[config.mk]
export PLATFORM = sky130hd
export DESIGN_NAME = bcd_display_scan_flat
export DESIGN_NICKNAME = d
export VERILOG_FILES = /design/src/rtl/bcd_display_scan_pkg.sv /design/src/rtl/bcd_display_scan_if.sv /design/src/rtl/bcd_display_scan_bcd_to_seg7.sv /design/src/rtl/bcd_display_scan.sv /design/src/flat_wrapper.sv
export SDC_FILE = /design/constraint.sdc
export NUM_CORES = 1
export LEC_CHECK = 0
export ABC_AREA = 1
export BUFFER_PORTS_ARGS = -buffer_cell sky130_fd_sc_hd__buf_2
export CORE_UTILIZATION = 45
export DETAILED_ROUTE_END_ITERATION = 6
export HOLD_SLACK_MARGIN = 0.08
export PLACE_DENSITY_LB_ADDON = 0.2
export SETUP_SLACK_MARGIN = 0.15
export SKIP_CTS_REPAIR_TIMING = 1
export SKIP_LAST_GASP = 1
export SLEW_MARGIN = 25
export SYNTH_ARGS = -nofsm -noshare
export SYNTH_HDL_FRONTEND = slang
export SYNTH_SLANG_ARGS = --single-unit
[constraint.sdc]
create_clock -name clk -period 1.7 [get_ports clk]
set_input_delay 0.34 -clock clk [delete_from_list [all_inputs] [get_ports clk]]
set_output_delay 0.34 -clock clk [all_outputs]
set_load 0.005 [all_outputs]
[src/rtl/bcd_display_scan_pkg.sv]
`timescale 1ns/1ps
// Shared constants for the multiplexed BCD 7-segment display: digit count, widths, segment patterns.
// Patterns are active-high {g,f,e,d,c,b,a}; pin polarity is applied in the top.
package bcd_display_scan_pkg;

  localparam int NUM_DIGITS = 5;
  localparam int BCD_W      = 19;
  localparam int SEG_W      = 7;
  localparam int DIG_W      = 3;

  typedef logic [SEG_W-1:0] seg_t;

  localparam seg_t SEG_0    = 7'h3F;
  localparam seg_t SEG_1    = 7'h06;
  localparam seg_t SEG_2    = 7'h5B;
  localparam seg_t SEG_3    = 7'h4F;
  localparam seg_t SEG_4    = 7'h66;
  localparam seg_t SEG_5    = 7'h6D;
  localparam seg_t SEG_6    = 7'h7D;
  localparam seg_t SEG_7    = 7'h07;
  localparam seg_t SEG_8    = 7'h7F;
  localparam seg_t SEG_9    = 7'h6F;
  localparam seg_t SEG_DASH = 7'h40;
  localparam seg_t SEG_OFF  = 7'h00;

  function automatic logic [NUM_DIGITS-1:0] dig_onehot(input logic [DIG_W-1:0] d);
    return NUM_DIGITS'(1) << d;
  endfunction

endpackage

[src/rtl/bcd_display_scan_if.sv]
`timescale 1ns/1ps
// Result-in / display-out bundle: master is the result producer, slave is the display scanner.
// No handshake: doneSignal is a level whose rising edge marks a new result.
interface bcd_display_scan_if;
  import bcd_display_scan_pkg::*;

  logic                  doneSignal;
  logic [BCD_W-1:0]      bcd;
  seg_t                  seg;
  logic [NUM_DIGITS-1:0] an;
  logic                  shown;

  modport master (output doneSignal, bcd, input seg, an, shown);
  modport slave  (input doneSignal, bcd, output seg, an, shown);

endinterface

[src/rtl/bcd_display_scan_bcd_to_seg7.sv]
`timescale 1ns/1ps
// BCD nibble to active-high 7-segment pattern; purely combinational, no backpressure.
// Non-decimal nibbles render as a dash so corrupt results are visible rather than misleading.
module bcd_to_seg7
  import bcd_display_scan_pkg::*;
(
  input  logic [3:0] nib_i,
  output seg_t       seg_o
);

  always_comb begin
    seg_o = SEG_DASH;
    case (nib_i)
      4'd0: seg_o = SEG_0;
      4'd1: seg_o = SEG_1;
      4'd2: seg_o = SEG_2;
      4'd3: seg_o = SEG_3;
      4'd4: seg_o = SEG_4;
      4'd5: seg_o = SEG_5;
      4'd6: seg_o = SEG_6;
      4'd7: seg_o = SEG_7;
      4'd8: seg_o = SEG_8;
      4'd9: seg_o = SEG_9;
      default: seg_o = SEG_DASH;
    endcase
  end

endmodule

[src/rtl/bcd_display_scan.sv]
`timescale 1ns/1ps
// Captures a 5-digit BCD result on doneSignal's rising edge and scans it onto a multiplexed display
// with leading-zero blanking and a per-slot anode guard; outputs registered, 1-cycle latency, no backpressure.
module bcd_display_scan
  import bcd_display_scan_pkg::*;
#(
  parameter int REFRESH_DIV    = 100000,
  parameter int GUARD          = 2,
  parameter bit SEG_ACTIVE_LOW = 1'b1,
  parameter bit AN_ACTIVE_LOW  = 1'b1,
  parameter bit BLANK_LZ       = 1'b1
) (
  input logic              clk,
  input logic              rst,
  bcd_display_scan_if.slave bus
);

  localparam int CNT_W = $clog2(REFRESH_DIV);
  localparam seg_t                  SEG_POL = SEG_ACTIVE_LOW ? 7'h7F : 7'h00;
  localparam logic [NUM_DIGITS-1:0] AN_POL  = AN_ACTIVE_LOW ? '1 : '0;

  logic                  done_q;
  logic [BCD_W-1:0]      captured_q, captured_d;
  logic                  shown_q, shown_d;
  logic [CNT_W-1:0]      cnt_q, cnt_d;
  logic [DIG_W-1:0]      dig_q, dig_d;
  seg_t                  seg_q, seg_d;
  logic [NUM_DIGITS-1:0] an_q, an_d;

  logic                    cap_fire;
  logic [4*NUM_DIGITS-1:0] cap_ext;
  logic [3:0]              nib [NUM_DIGITS];
  logic [NUM_DIGITS-1:0]   upper_zero;
  logic [3:0]              cur_nib;
  logic                    cur_blank;
  logic                    zero_acc;
  seg_t                    pat;

  assign cap_fire = bus.doneSignal & ~done_q;
  assign cap_ext  = {{(4*NUM_DIGITS-BCD_W){1'b0}}, captured_q};

  // upper_zero[i]: digits i..top are all zero, i.e. digit i is a leading zero
  always_comb begin
    upper_zero = '0;
    zero_acc   = 1'b1;
    cur_nib    = 4'd0;
    cur_blank  = 1'b0;
    for (int i = 0; i < NUM_DIGITS; i++) begin
      nib[i] = cap_ext[4*i +: 4];
    end
    for (int i = NUM_DIGITS-1; i >= 0; i--) begin
      zero_acc      = zero_acc && (nib[i] == 4'd0);
      upper_zero[i] = zero_acc;
    end
    for (int i = 0; i < NUM_DIGITS; i++) begin
      if (dig_q == DIG_W'(i)) begin
        cur_nib   = nib[i];
        cur_blank = BLANK_LZ && (i != 0) && upper_zero[i];
      end
    end
  end

  bcd_to_seg7 u_dec (
    .nib_i (cur_nib),
    .seg_o (pat)
  );

  always_comb begin
    cnt_d      = cnt_q + 1'b1;
    dig_d      = dig_q;
    if (cnt_q == CNT_W'(REFRESH_DIV-1)) begin
      cnt_d = '0;
      dig_d = (dig_q == DIG_W'(NUM_DIGITS-1)) ? '0 : dig_q + 1'b1;
    end
    captured_d = cap_fire ? bus.bcd : captured_q;
    shown_d    = shown_q | cap_fire;
    an_d       = AN_POL;
    seg_d      = SEG_OFF ^ SEG_POL;
    if (int'(cnt_q) >= GUARD) begin
      an_d  = dig_onehot(dig_q) ^ AN_POL;
      seg_d = (cur_blank ? SEG_OFF : pat) ^ SEG_POL;
    end
  end

  always_ff @(posedge clk or posedge rst) begin
    if (rst) begin
      done_q     <= 1'b0;
      captured_q <= '0;
      shown_q    <= 1'b0;
      cnt_q      <= '0;
      dig_q      <= '0;
      seg_q      <= SEG_OFF ^ SEG_POL;
      an_q       <= AN_POL;
    end else begin
      done_q     <= bus.doneSignal;
      captured_q <= captured_d;
      shown_q    <= shown_d;
      cnt_q      <= cnt_d;
      dig_q      <= dig_d;
      seg_q      <= seg_d;
      an_q       <= an_d;
    end
  end

  assign bus.seg   = seg_q;
  assign bus.an    = an_q;
  assign bus.shown = shown_q;

endmodule

[src/flat_wrapper.sv]
// flat-port wrapper written by rule: the top's interface ports become plain ports
module bcd_display_scan_flat import bcd_display_scan_pkg::*;
#(
  parameter int REFRESH_DIV    = 100000,
  parameter int GUARD          = 2,
  parameter bit SEG_ACTIVE_LOW = 1'b1,
  parameter bit AN_ACTIVE_LOW  = 1'b1,
  parameter bit BLANK_LZ       = 1'b1
)
  (clk, rst, bus_doneSignal, bus_bcd, bus_seg, bus_an, bus_shown);
  bcd_display_scan_if bus_i ();
  input logic clk;
  input logic rst;
  input wire logic [$bits(bus_i.doneSignal)-1:0] bus_doneSignal;
  input wire logic [$bits(bus_i.bcd)-1:0] bus_bcd;
  output wire logic [$bits(bus_i.seg)-1:0] bus_seg;
  output wire logic [$bits(bus_i.an)-1:0] bus_an;
  output wire logic [$bits(bus_i.shown)-1:0] bus_shown;
  assign bus_i.doneSignal = bus_doneSignal;
  assign bus_i.bcd = bus_bcd;
  assign bus_seg = bus_i.seg;
  assign bus_an = bus_i.an;
  assign bus_shown = bus_i.shown;
  bcd_display_scan #(.REFRESH_DIV(REFRESH_DIV), .GUARD(GUARD), .SEG_ACTIVE_LOW(SEG_ACTIVE_LOW), .AN_ACTIVE_LOW(AN_ACTIVE_LOW), .BLANK_LZ(BLANK_LZ)) u_core (.clk(clk), .rst(rst), .bus(bus_i));
endmodule
Word-level counts from Yosys, hierarchy flattened. Memory sizes are Yosys's and may differ from the RTL's. Index checks and enable logic that the tools add are counted.

Bits in registers: 53. ROM bits: 112. Input bits: 22. Word-level logic and storage cells: 44. Memories: 1.

Memories: (no name shown) (words 16, width 7, read ports 1, clocked after Yosys merged registers in 0, write ports 0, RTL line bcd_display_scan_bcd_to_seg7.sv:13) `case (nib_i)`.

Add/sub/neg operators: 2. $lt $le $gt $ge: 1. Equal/unequal tests: 5. Shift-type cells: 1. Multiplexer cells: 14. Bitwise gates (word level): 5. Reduce and logical (&&, ||, !) cells: 8.

Operators by type and width (number): $mux 4 (5); $add 17x1->17 const B (1); $eq 17x17->1 const B (1); $ge 17x2->1 const B (1); $mux 17 (1); $logic_not 4->1 (4); $mux 7 (2); $not 7->7 (1); $eq 3x2->1 const B (2); $mux 5 (1); $not 5->5 (1); $shl 1x3->5 const A (1); $mux 1 (4); $add 3x1->3 const B (1); $eq 3x1->1 const B (1); $eq 3x3->1 const B (1); $logic_and 1x1->1 (3); $logic_not 3->1 (1); $mux 3 (1); $and 1x1->1 (1); $not 1->1 (1); $or 1x1->1 (1).

Logic depth before layout (Yosys ltp). Gate-level depths: netlist (run 1).

Depth after elaboration: 11. Gate-level depth with buffers: 15. Gate-level depth less buffers: 15.

Hierarchy. A second synthesis (run 1) with hierarchy kept.

Cell total of the unflattened synthesis: 351. Area, all modules: 2827.7 sq um.

Modules (own cells, without submodules): bcd_display_scan (times used 1, cells each 315, area each 2635.0 sq um, sequential area each 1341.3 sq um); bcd_to_seg7 (times used 1, cells each 36, area each 192.7 sq um, sequential area each 0.0 sq um).

Worst setup path after synthesis (run 1). OpenSTA, ideal clock, no wires.

Path type: reg-to-reg. Start point: register u_core.dig_q[0]. End point: register u_core.seg_q[3] (netlist: u_core.bus.seg[3]). Arrival time: 1.799 ns. Required time: 1.612 ns. Slack: -0.188 ns. Stages on the path, launching flop included: 15. Path buffers: 0. Clock period less this slack: 1.888 ns. Cells stage by stage: dfrtp_1 ha_1 ha_1 inv_1 o21ai_0 inv_1 nand2_1 nand2_1 nand2_2 inv_1 ha_1 inv_1 nand3_1 nand3_1 nand3_1.

Cells in the longest elaborated chain, start to end: 10.

Ends and longest elaborated chain: start, declared (RTL line bcd_display_scan.sv:26) `logic [DIG_W-1:0] dig_q, dig_d;`; start signal, assigned (RTL line bcd_display_scan.sv:99) `dig_q <= dig_d;`; $logic_not 3->1 (RTL line bcd_display_scan.sv:56) `if (dig_q == DIG_W'(i)) begin`; $mux 4 (5 in series) (RTL line bcd_display_scan.sv:56); $mem_v2 16x7; $mux 7 * (RTL line bcd_display_scan.sv:81) `seg_d = (cur_blank ? SEG_OFF : pat) ^ SEG_POL;`; $not 7->7 (no source line) *; $mux 7 * (RTL line bcd_display_scan.sv:79) `if (int'(cnt_q) >= GUARD) begin`; via u_core.seg_d[3] (RTL line bcd_display_scan.sv:27) `seg_t seg_q, seg_d;`; end signal, assigned (RTL line bcd_display_scan.sv:92) `seg_q <= SEG_OFF ^ SEG_POL;`; end signal, assigned (RTL line bcd_display_scan.sv:100) `seg_q <= seg_d;`; end, declared (RTL line bcd_display_scan.sv:27).

Mark *: on every way through the listed nets, which the timed path passes. The rest lies on a longest branch. A chain may end at the register's enable or synchronous reset.

Final worst setup path (run 1).
Start point: register u_core.dig_q[1]. End point: register u_core.seg_q[3] (netlist: u_core.bus.seg[3]).

Same word-level chain as after synthesis.

==> summary by stage, run 1 <==
Clock network
The H-tree was split into 2 levels. The total CTS buffers is 5. The tree built by TritonCTS fans out to 53 sinks. The clock latency on the worst-skew pair is 320 ps. The number of buffers between clock root and the deepest sink is 2. Clock-pin slew was measured on the worst setup and hold paths at ~100 ps. The master cell of the clock root buffer is clkbuf_8.

The clock tree from TritonCTS is built.

Cells and area
The number of fillers in the final layout is 505. Relative to the synthesized area, the layout overhead comes to 31.3%. The number of nets in the layout is 424. The share of final-layout standard cells stronger than drive strength 1 is about 44%. The finished cells cover 3720 sq um. The final design utilization is 62.0%. The number of antenna diodes in the final layout is 0. The multi-input gate area in the final layout is 1530 sq um.

The area taken by flip-flops and latches is 1340 sq um.

Yosys
In this run the cell area of the synthesized design comes to 2830 sq um. Dividing the synthesized area by the synthesized cell count gives a little under 9 sq um. The share of the synthesized netlist area taken by xor and xnor gates is 2.17%.

The synthesized-area fraction occupied by and/or/nand/nor cells is 26.9%. In this run, synthesis produced a sequential element count of 53. The number of nets in the synthesized netlist is 357. Summing the areas of all compound-gate instances in the mapped netlist gives roughly 5.3% of the synthesized area. Of the total synthesized cell area, the portion taken by full adders, half adders and majority gates is roughly 5.3%. The number of unique standard cell types used by synthesis is 32. After synthesis, the largest family of logic cells by area is simple AND/OR/NAND/NOR gates. The number of instances in the synthesized netlist is 323. Of the synthesized area, sequential elements account for 47.4%. Measured against the total synthesized area, the mux share comes to 4.77%.

The number of warnings reported in the yosys synthesis log is 0.

Power
The clock power share is 27.2%. Combinational logic is responsible for ~17% of the overall power. The worst-case IR drop observed on VDD is 0.525 mV. The total power density per cell area is 698 nW/um^2.

The fraction of power spent switching nets is 27.7%. The switching power is a little over 0.0007 W. The sequential share of power is 55.9%. For this design the static power due to leakage is 1.82 nW. The cell-internal power is 0.00188 W.

Setup path
The required arrival time at the worst endpoint is just under 2000 ps. STA classifies the critical path startpoint as a flop. The capture instance of the worst register-to-register path is u_core.bus.seg[3]$_DFF_PP1_.

For the worst flop-to-flop path, the logic depth is 15. The sort of element at the end of the critical path is a flop. The critical path is of the flop to flop type. STA puts the critical path data arrival time at 2070 ps. The setup slack of the most critical reg-to-reg path is -120 ps.

Of all nets on the critical path, the largest fanout is 4. The launch point of the worst reg-to-reg path is u_core.dig_q[1]$_DFFE_PP0N_.

Min path
In this run the worst hold path is classified as input pin to flop. For hold timing, the worst endpoint is u_core.done_q$_DFF_PP0_. The worst hold path begins at bus_doneSignal. Along the worst hold path, the cell count comes to 1.

Detailed routing
For this block, the via count after detailed routing is 2315. Dividing the detail-routed via count by the number of cells gives 4.97. After detailed routing, the total wire length is between 6000 and 7000 um.

The length of the first detailed-routing pass in iterations is 4. The detailed router finished its first iteration with 83 violations. The wire length per cell after detailed routing is 13.3 um. The number of routed nets with antenna violations is 0. The remaining design rule violation count is 0.

GRT
The aggregate global-route resource usage is 19.7%. The via count of the first global-routing pass is 2273. The leftover overflow at the end of global routing is 0. Entering global routing, the biggest net connects 28 pins. The first-pass GRT wire length is roughly 9900 um.

The initial antenna violation count is 0.

STA
The routed design could run at a clock period as short as approximately 1800 ps. The max-slew violation total from the final report came to 0. The count of endpoints failing hold in the final timing report was 0. Setup repair after global routing could not meet its margin everywhere. The measured slew at the worst slew-check pin is between 400 and 500 ps. The worst pin sits at a relative slew slack of 67.2%. The worst-case clock skew is roughly 11 ps. The maximum clock rate is about 0.55 GHz.

The final worst-path cycle share is 107%. Setup slack on the critical path of the routed design comes to -118 ps. Setup violations remaining at the end of the flow were counted as 7.

Outcome
The final reports fail on setup timing. The run finished, with violations left.

Place
Input and output buffers added on the ports amount to 34. The HPWL after detailed placement is between 4000 and 5000 um. After detailed placement, the total cell area comes to about 3300 sq um.

Routability-driven placement finished with a final weighted congestion of 0.840.

Floorplanning
The floorplan has 28 rows. The region available for standard cell placement spans around 6000 sq um. The area enclosed by the die boundary is 6610 sq um. The overall die width is 81.3 um.

35 I/O pins were placed. Once the floorplan was initialized, standard cells occupied 47.2% of the core. The die height is about 80 um.

Run
The reported max-cap violation count is 0.
-- layout by cell type (no fill, tap or decap), drive strengths merged, types with 3 or more instances in the layout --
master | Yosys | routed
nand2 | 68 | 68
nand3b | 3 | 3
nor4 | 5 | 5
nor3 | 8 | 8
nor2 | 28 | 28
ha | 12 | 12
mux2 | 12 | 12
xor2 | 7 | 7
buf | 2 | 62
dfstp | 12 | 12
or2 | 3 | 3
nand3 | 31 | 31
a21oi | 12 | 12
clkbuf | 1 | 6
inv | 56 | 55
o21ai | 10 | 10
nand4 | 8 | 8
clkinv | 1 | 3
dfrtp | 41 | 41
-- kinds of logic (layout without fill, tap and decap cells) --
family,Yosys count,in the layout
AOI/OAI and AO/OA,25,25
xor gates and xnor gates,7,7
adders and majority gates,12,12
buffers and inverters,60,128
DFF,53,53
muxes,12,12
and+or+nand+nor,154,154
-- worst max-delay path by stage --
stage,startpoint,end,slack [ps]
after floorplan,u_core.dig_q[0]$_DFFE_PP0N_,u_core.bus.seg[3]$_DFF_PP1_,-90
after global placement,u_core.dig_q[0]$_DFFE_PP0N_,u_core.bus.seg[3]$_DFF_PP1_,-110
after detailed placement,u_core.dig_q[0]$_DFFE_PP0N_,u_core.bus.seg[3]$_DFF_PP1_,-170
after CTS,u_core.dig_q[1]$_DFFE_PP0N_,u_core.bus.seg[3]$_DFF_PP1_,-180
after global routing,u_core.dig_q[1]$_DFFE_PP0N_,u_core.bus.seg[0]$_DFF_PP1_,-240
final,u_core.dig_q[1]$_DFFE_PP0N_,u_core.bus.seg[3]$_DFF_PP1_,-120
-- critical path, stage by stage, from the launching register on --
cell and delay [ps]:
dfrtp_1 420, inv_2 120, ha_4 160, inv_4 40, nor2_4 110, nand2_2 80, nand3_2 70, nand2_2 60
nand2_2 70, nand2_4 70, inv_4 80, ha_4 200, inv_4 50, nand3_4 80, nand3_2 70, nand3_2 60
-- layout make-up --
type | count | area share, %
clock buffer | 6 | 1.95
clock inverter | 2 | 0.269
inverter | 57 | 6.26
multi-input combinational | 210 | 41.3
sequential | 53 | 36.1
tap | 75 | 2.53
timing repair buffer | 63 | 11.6
-- synthesized netlist by cell type --
cell / instances / area, sq um
nand3_1: 30 / 150
o21ai_1: 3 / 15.0
buf_2: 2 / 10.0
mux2_2: 12 / 135
nor3_1: 8 / 40.0
a31oi_1: 1 / 6.26
dfstp_2: 12 / 315
or2_2: 2 / 12.5
clkinv_4: 1 / 8.76
nor4_1: 3 / 18.8
nor4_2: 2 / 25.0
a211oi_1: 1 / 7.51
o211a_1: 1 / 10.0
nand2_1: 59 / 221
o21ai_2: 1 / 8.76
nand2_2: 5 / 31.3
inv_1: 54 / 203
dfrtp_1: 41 / 1030
or2_4: 1 / 8.76
xor2_1: 7 / 61.3
nor2_2: 5 / 31.3
nand3_4: 1 / 17.5
a21oi_4: 1 / 16.3
a21oi_1: 11 / 55.1
nand4_1: 8 / 50.1
nand3b_1: 3 / 22.5
clkbuf_1: 1 / 3.75
nand2_4: 4 / 45.0
nor2_1: 23 / 86.3
o21ai_0: 6 / 30.0
ha_1: 12 / 150
inv_2: 2 / 7.51
-- registers in the layout (all words and copies together), names as in the netlist --
name	count
u_core.captured_q	19
u_core.cnt_q	17
u_core.bus.seg	7
u_core.bus.an	5
u_core.dig_q	3
u_core.bus.shown	1
u_core.done_q	1
-- metrics by stage --
stage	total power [W]	cells	hold slack, ps	setup TNS (ps)	setup slack, ps
floorplan	0.00170	323	371	-208	-92.5
global placement	0.00184	447	392	-493	-109
detailed placement	0.00185	447	406	-772	-169
CTS	0.00255	455	60.5	-896	-179
global route	0.00272	466	138	-1320	-237
finish	0.00259	466	138	-602	-118
-- power groups by stage --
stage	Sequential (W)	Combinational (W)	Clock, W
CTS	0.00145	0.000384	0.000724
floorplan	0.00145	0.000249	0
detailed placement	0.00147	0.000382	0
global placement	0.00147	0.000372	0
finish	0.00145	0.000439	0.000705
global route	0.00146	0.000494	0.000768
-- layer usage --
layer / vias up / global-route usage [%] / routed length (um)
met5: - / 0 / 0
met4: 0 / 7.32 / 106
li1: 1170 / - / -
met1: 1100 / 23.2 / 2720
met3: 10 / 3.60 / 189
met2: 35 / 35.3 / 3190
No activity file was read; power rests on OpenSTA's default activity.
==> inputs of run 2 (changes only) <==
- CTS_BUF_LIST: default -> sky130_fd_sc_hd__clkbuf_4
- SETUP_SLACK_MARGIN: 0.15 -> default
==> run 2 against run 1 <==
Effect of this change: the run still ends with setup timing left; die area stayed put; final area fell by 5.8%; critical path depth shrank 1; register-to-register slack worse by 20 ps; non-clock buffer count is 6 lower; maximum frequency is 0.95% lower; setup slack lost 18 ps; via count decreased by 1.3%; critical endpoint unchanged; global-route usage fell by 0.48 points; first-iteration DRC count rose by 24%; combinational power decreased by 10%; clock skew is 6.3 ps higher.
==> summary by stage, run 2 (synthesis results as in run 1) <==
Clock network
The master cell of the clock root buffer was clkbuf_4 (was clkbuf_8). The total CTS buffers came to 5 (unchanged). The clock latency on the worst-skew pair is 380 ps (was 320 ps). The number of sinks driven by the clock tree is 53 (unchanged). The clock tree from TritonCTS is built (unchanged).

The number of buffers between clock root and the deepest sink is 2 (unchanged). The clock-pin slew on the worst setup and hold paths is 160 ps (was 100 ps). The H-tree depth was 2 (unchanged).

Place
The global placer's final weighted congestion is 0.859 (was 0.840). The HPWL after detailed placement is 4270 um (was 4370 um). The worst setup slack before clock tree synthesis is -202 ps (was -169 ps). The quantity of I/O buffers inserted on ports is 34 (unchanged). The cell area after placement is 3320 sq um (was 3330 sq um).

Floorplanning
The placeable core region was 5990 sq um (unchanged). The number of placement rows was 28 (unchanged). The die height came to 81.3 um (unchanged).

The initial core utilization is 47.2% (unchanged). The area enclosed by the die boundary is 6610 sq um (unchanged). The overall die width is 81.3 um (unchanged). The I/O pin count came to 35 (unchanged).

Setup path
The most numerous cell type found on the critical path is inv_2. The maximum single-stage delay on the critical path is 470 ps (was 420 ps). The standard cell with the maximum stage delay on the critical path is dfrtp_2 (was dfrtp_1).

The setup slack of the most critical reg-to-reg path came to -140 ps (was -120 ps). The data arrival time of the worst path is 2160 ps (was 2070 ps). The launch point of the worst reg-to-reg path is u_core.dig_q[0]$_DFFE_PP0N_ (was u_core.dig_q[1]$_DFFE_PP0N_). The required arrival time at the worst endpoint is 2030 ps (was 1950 ps). The class of the most critical setup path is flop to flop (unchanged). The maximum fanout along the worst path is 5 (was 4). The sort of element at the end of the critical path is a flop (unchanged). The startpoint kind of the worst setup timing path is a flop (unchanged). The capture instance of the worst register-to-register path was u_core.bus.seg[3]$_DFF_PP1_ (unchanged). The worst-case reg-to-reg path depth is 14 (was 15). Cell chain of the critical path: ha_2, ha_4, inv_2, o21ai_1, inv_1, nand2_1, nand2_1, nand2_2, inv_2, ha_4, inv_2, nand3_2, nand3_2, nand3_1 (was inv_2, ha_4, inv_4, nor2_4, nand2_2, nand3_2, nand2_2, nand2_2, nand2_4, inv_4, ha_4, inv_4, nand3_4, nand3_2, nand3_2).

Detailed routing
The number of violations reported at the end of detailed-routing iteration 0 is 103 (was 83). The length of the first detailed-routing pass in iterations is 4 (unchanged). The remaining design rule violation count came to 0 (unchanged).

The number of routed nets with antenna violations came to 0 (unchanged). The number of vias after detailed routing is 2286 (was 2315). The total routed wirelength came to 5650 um (was 6210 um). The average via count per standard cell was 4.97 (about the same). The wire length per cell after detailed routing is 12.3 um (was 13.3 um).

Cells and area
The number of flip-flops under the largest register name is 19 (unchanged). The number of fillers in the final layout is 524 (was 505). The count of antenna diodes in the layout came to 0 (unchanged).

The register with the most flip-flops is u_core.captured_q (unchanged). The number of nets in the layout is 418 (was 424). Commonest cells after routing, fill and taps aside: nand2_1 (56), inv_1 (45), dfrtp_1 (39) (was nand2_1 (48), inv_1 (40), dfrtp_1 (40)). The finished layout cell area is 3500 sq um (was 3720 sq um). The commonest non-fill, non-tap cell in the layout is nand2_1 (unchanged). The area growth from synthesis to layout came to 23.7% (was 31.3%). The share of final-layout standard cells stronger than drive strength 1 was 36.1% (was 43.7%).

GRT
The first-pass GRT wire length is 9690 um (was 9870 um). The leftover overflow at the end of global routing is 0 (unchanged). The aggregate global-route resource usage is 19.2% (was 19.7%).

The initial antenna violation count is 0 (unchanged). The maximum number of pins on one net before global-route repair is 33 (was 28). The via count of the first global-routing pass is 2184 (was 2273).

STA
The final worst-path cycle share is 108% (was 107%). The worst-case clock skew is 17.2 ps (was 10.9 ps). RSZ-0062 raised after global routing: true (unchanged).

The shortest period the worst path allows is 1840 ps (was 1820 ps). The final worst setup slack was -135 ps (was -118 ps). The maximum clock rate is 0.545 GHz (was 0.550 GHz). The measured slew at the worst slew-check pin was 462 ps (was 491 ps). The count of endpoints failing hold in the final timing report is 0 (unchanged).

The setup violation total in the final timing report is 6 (was 7). The max-slew violation total from the final report is 0 (unchanged). The relative max-transition margin is 69.2% (was 67.2%).

Min path
The endpoint with the worst hold slack is u_core.captured_q[15]$_DFFE_PP0P_ (was u_core.done_q$_DFF_PP0_). The critical hold path startpoint is bus_bcd[15] (was bus_doneSignal). The hold path depth came to 2 (was 1). The classification of the worst-slack hold path is input pin to flop (unchanged).

Outcome
Status: finished, violations left (unchanged). Violated checks: setup timing (unchanged).

Power
The power consumption is 0.00256 W (was 0.00259 W). The peak supply drop is 0.398 mV (was 0.525 mV). The total power density per cell area is 730 nW/um^2 (was 698 nW/um^2).

The leakage power is 1.75 nW (was 1.82 nW).

Run
The reported max-cap violation count was 0 (unchanged).
-- run 2: worst max path at each step --
| stage | cells past startpoint | startpoint | slack (ps) | end |
|---|---|---|---|---|
| after CTS | 15 | u_core.dig_q[0]$_DFFE_PP0N_ | -210 | u_core.bus.seg[3]$_DFF_PP1_ |
| after global routing | 15 | u_core.dig_q[0]$_DFFE_PP0N_ | -310 | u_core.bus.seg[3]$_DFF_PP1_ |
| after global placement | 15 | u_core.dig_q[0]$_DFFE_PP0N_ | -130 | u_core.bus.seg[3]$_DFF_PP1_ |
| after detailed placement | 15 | u_core.dig_q[0]$_DFFE_PP0N_ | -200 | u_core.bus.seg[3]$_DFF_PP1_ |
| after floorplan | 15 | u_core.dig_q[0]$_DFFE_PP0N_ | -90 | u_core.bus.seg[3]$_DFF_PP1_ |
| final | 14 | u_core.dig_q[0]$_DFFE_PP0N_ | -140 | u_core.bus.seg[3]$_DFF_PP1_ |
-- run 2: stage by stage --
step	util (%)	hold slack [ps]	setup TNS (ps)	cells
after floorplan	-	371	-229	323
after global placement	55.5	374	-482	447
after detailed placement	55.5	385	-793	447
after CTS	56.8	-54.1	-870	455
after global routing	58.5	158	-1840	460
final	58.5	171	-633	460
-- run 2: critical path: cells and delay by family, from the launching register on --
kind | cells | cell delay (ps)
flops | 1 | 470
buf+inv | 4 | 270
fa+ha+maj | 3 | 580
simple gates | 6 | 410
compound gates | 1 | 60
-- run 2: routing by layer --
metal / track usage [%] / share of wire (%) / vias up
met5: 0 / 0 / -
met4: 6.79 / 1.3 / 0
met3: 3.60 / 3.3 / 8
met2: 32.3 / 49 / 41
met1: 24.5 / 46 / 1083
li1: - / - / 1154
-- run 2: area by class of cell --
cell class / instances / area (sq um) / area share [%]
Tap cell: 75 / 93.8 / 2.68
Timing Repair Buffer: 57 / 373 / 10.6
Sequential cell: 53 / 1340 / 38.4
Multi-Input combinational cell: 210 / 1390 / 39.8
Clock buffer: 6 / 45.0 / 1.29
Clock inverter: 2 / 33.8 / 0.965
Inverter: 57 / 219 / 6.25
-- run 2: power breakdown --
group | internal, W | total [W] | switching [W] | leakage (nW)
sequential | 0.00139 | 0.00145 | 0.0000582 | 0.625
clock | 0.000323 | 0.000716 | 0.000393 | 0.0433
combinational | 0.000185 | 0.000394 | 0.000209 | 1.08
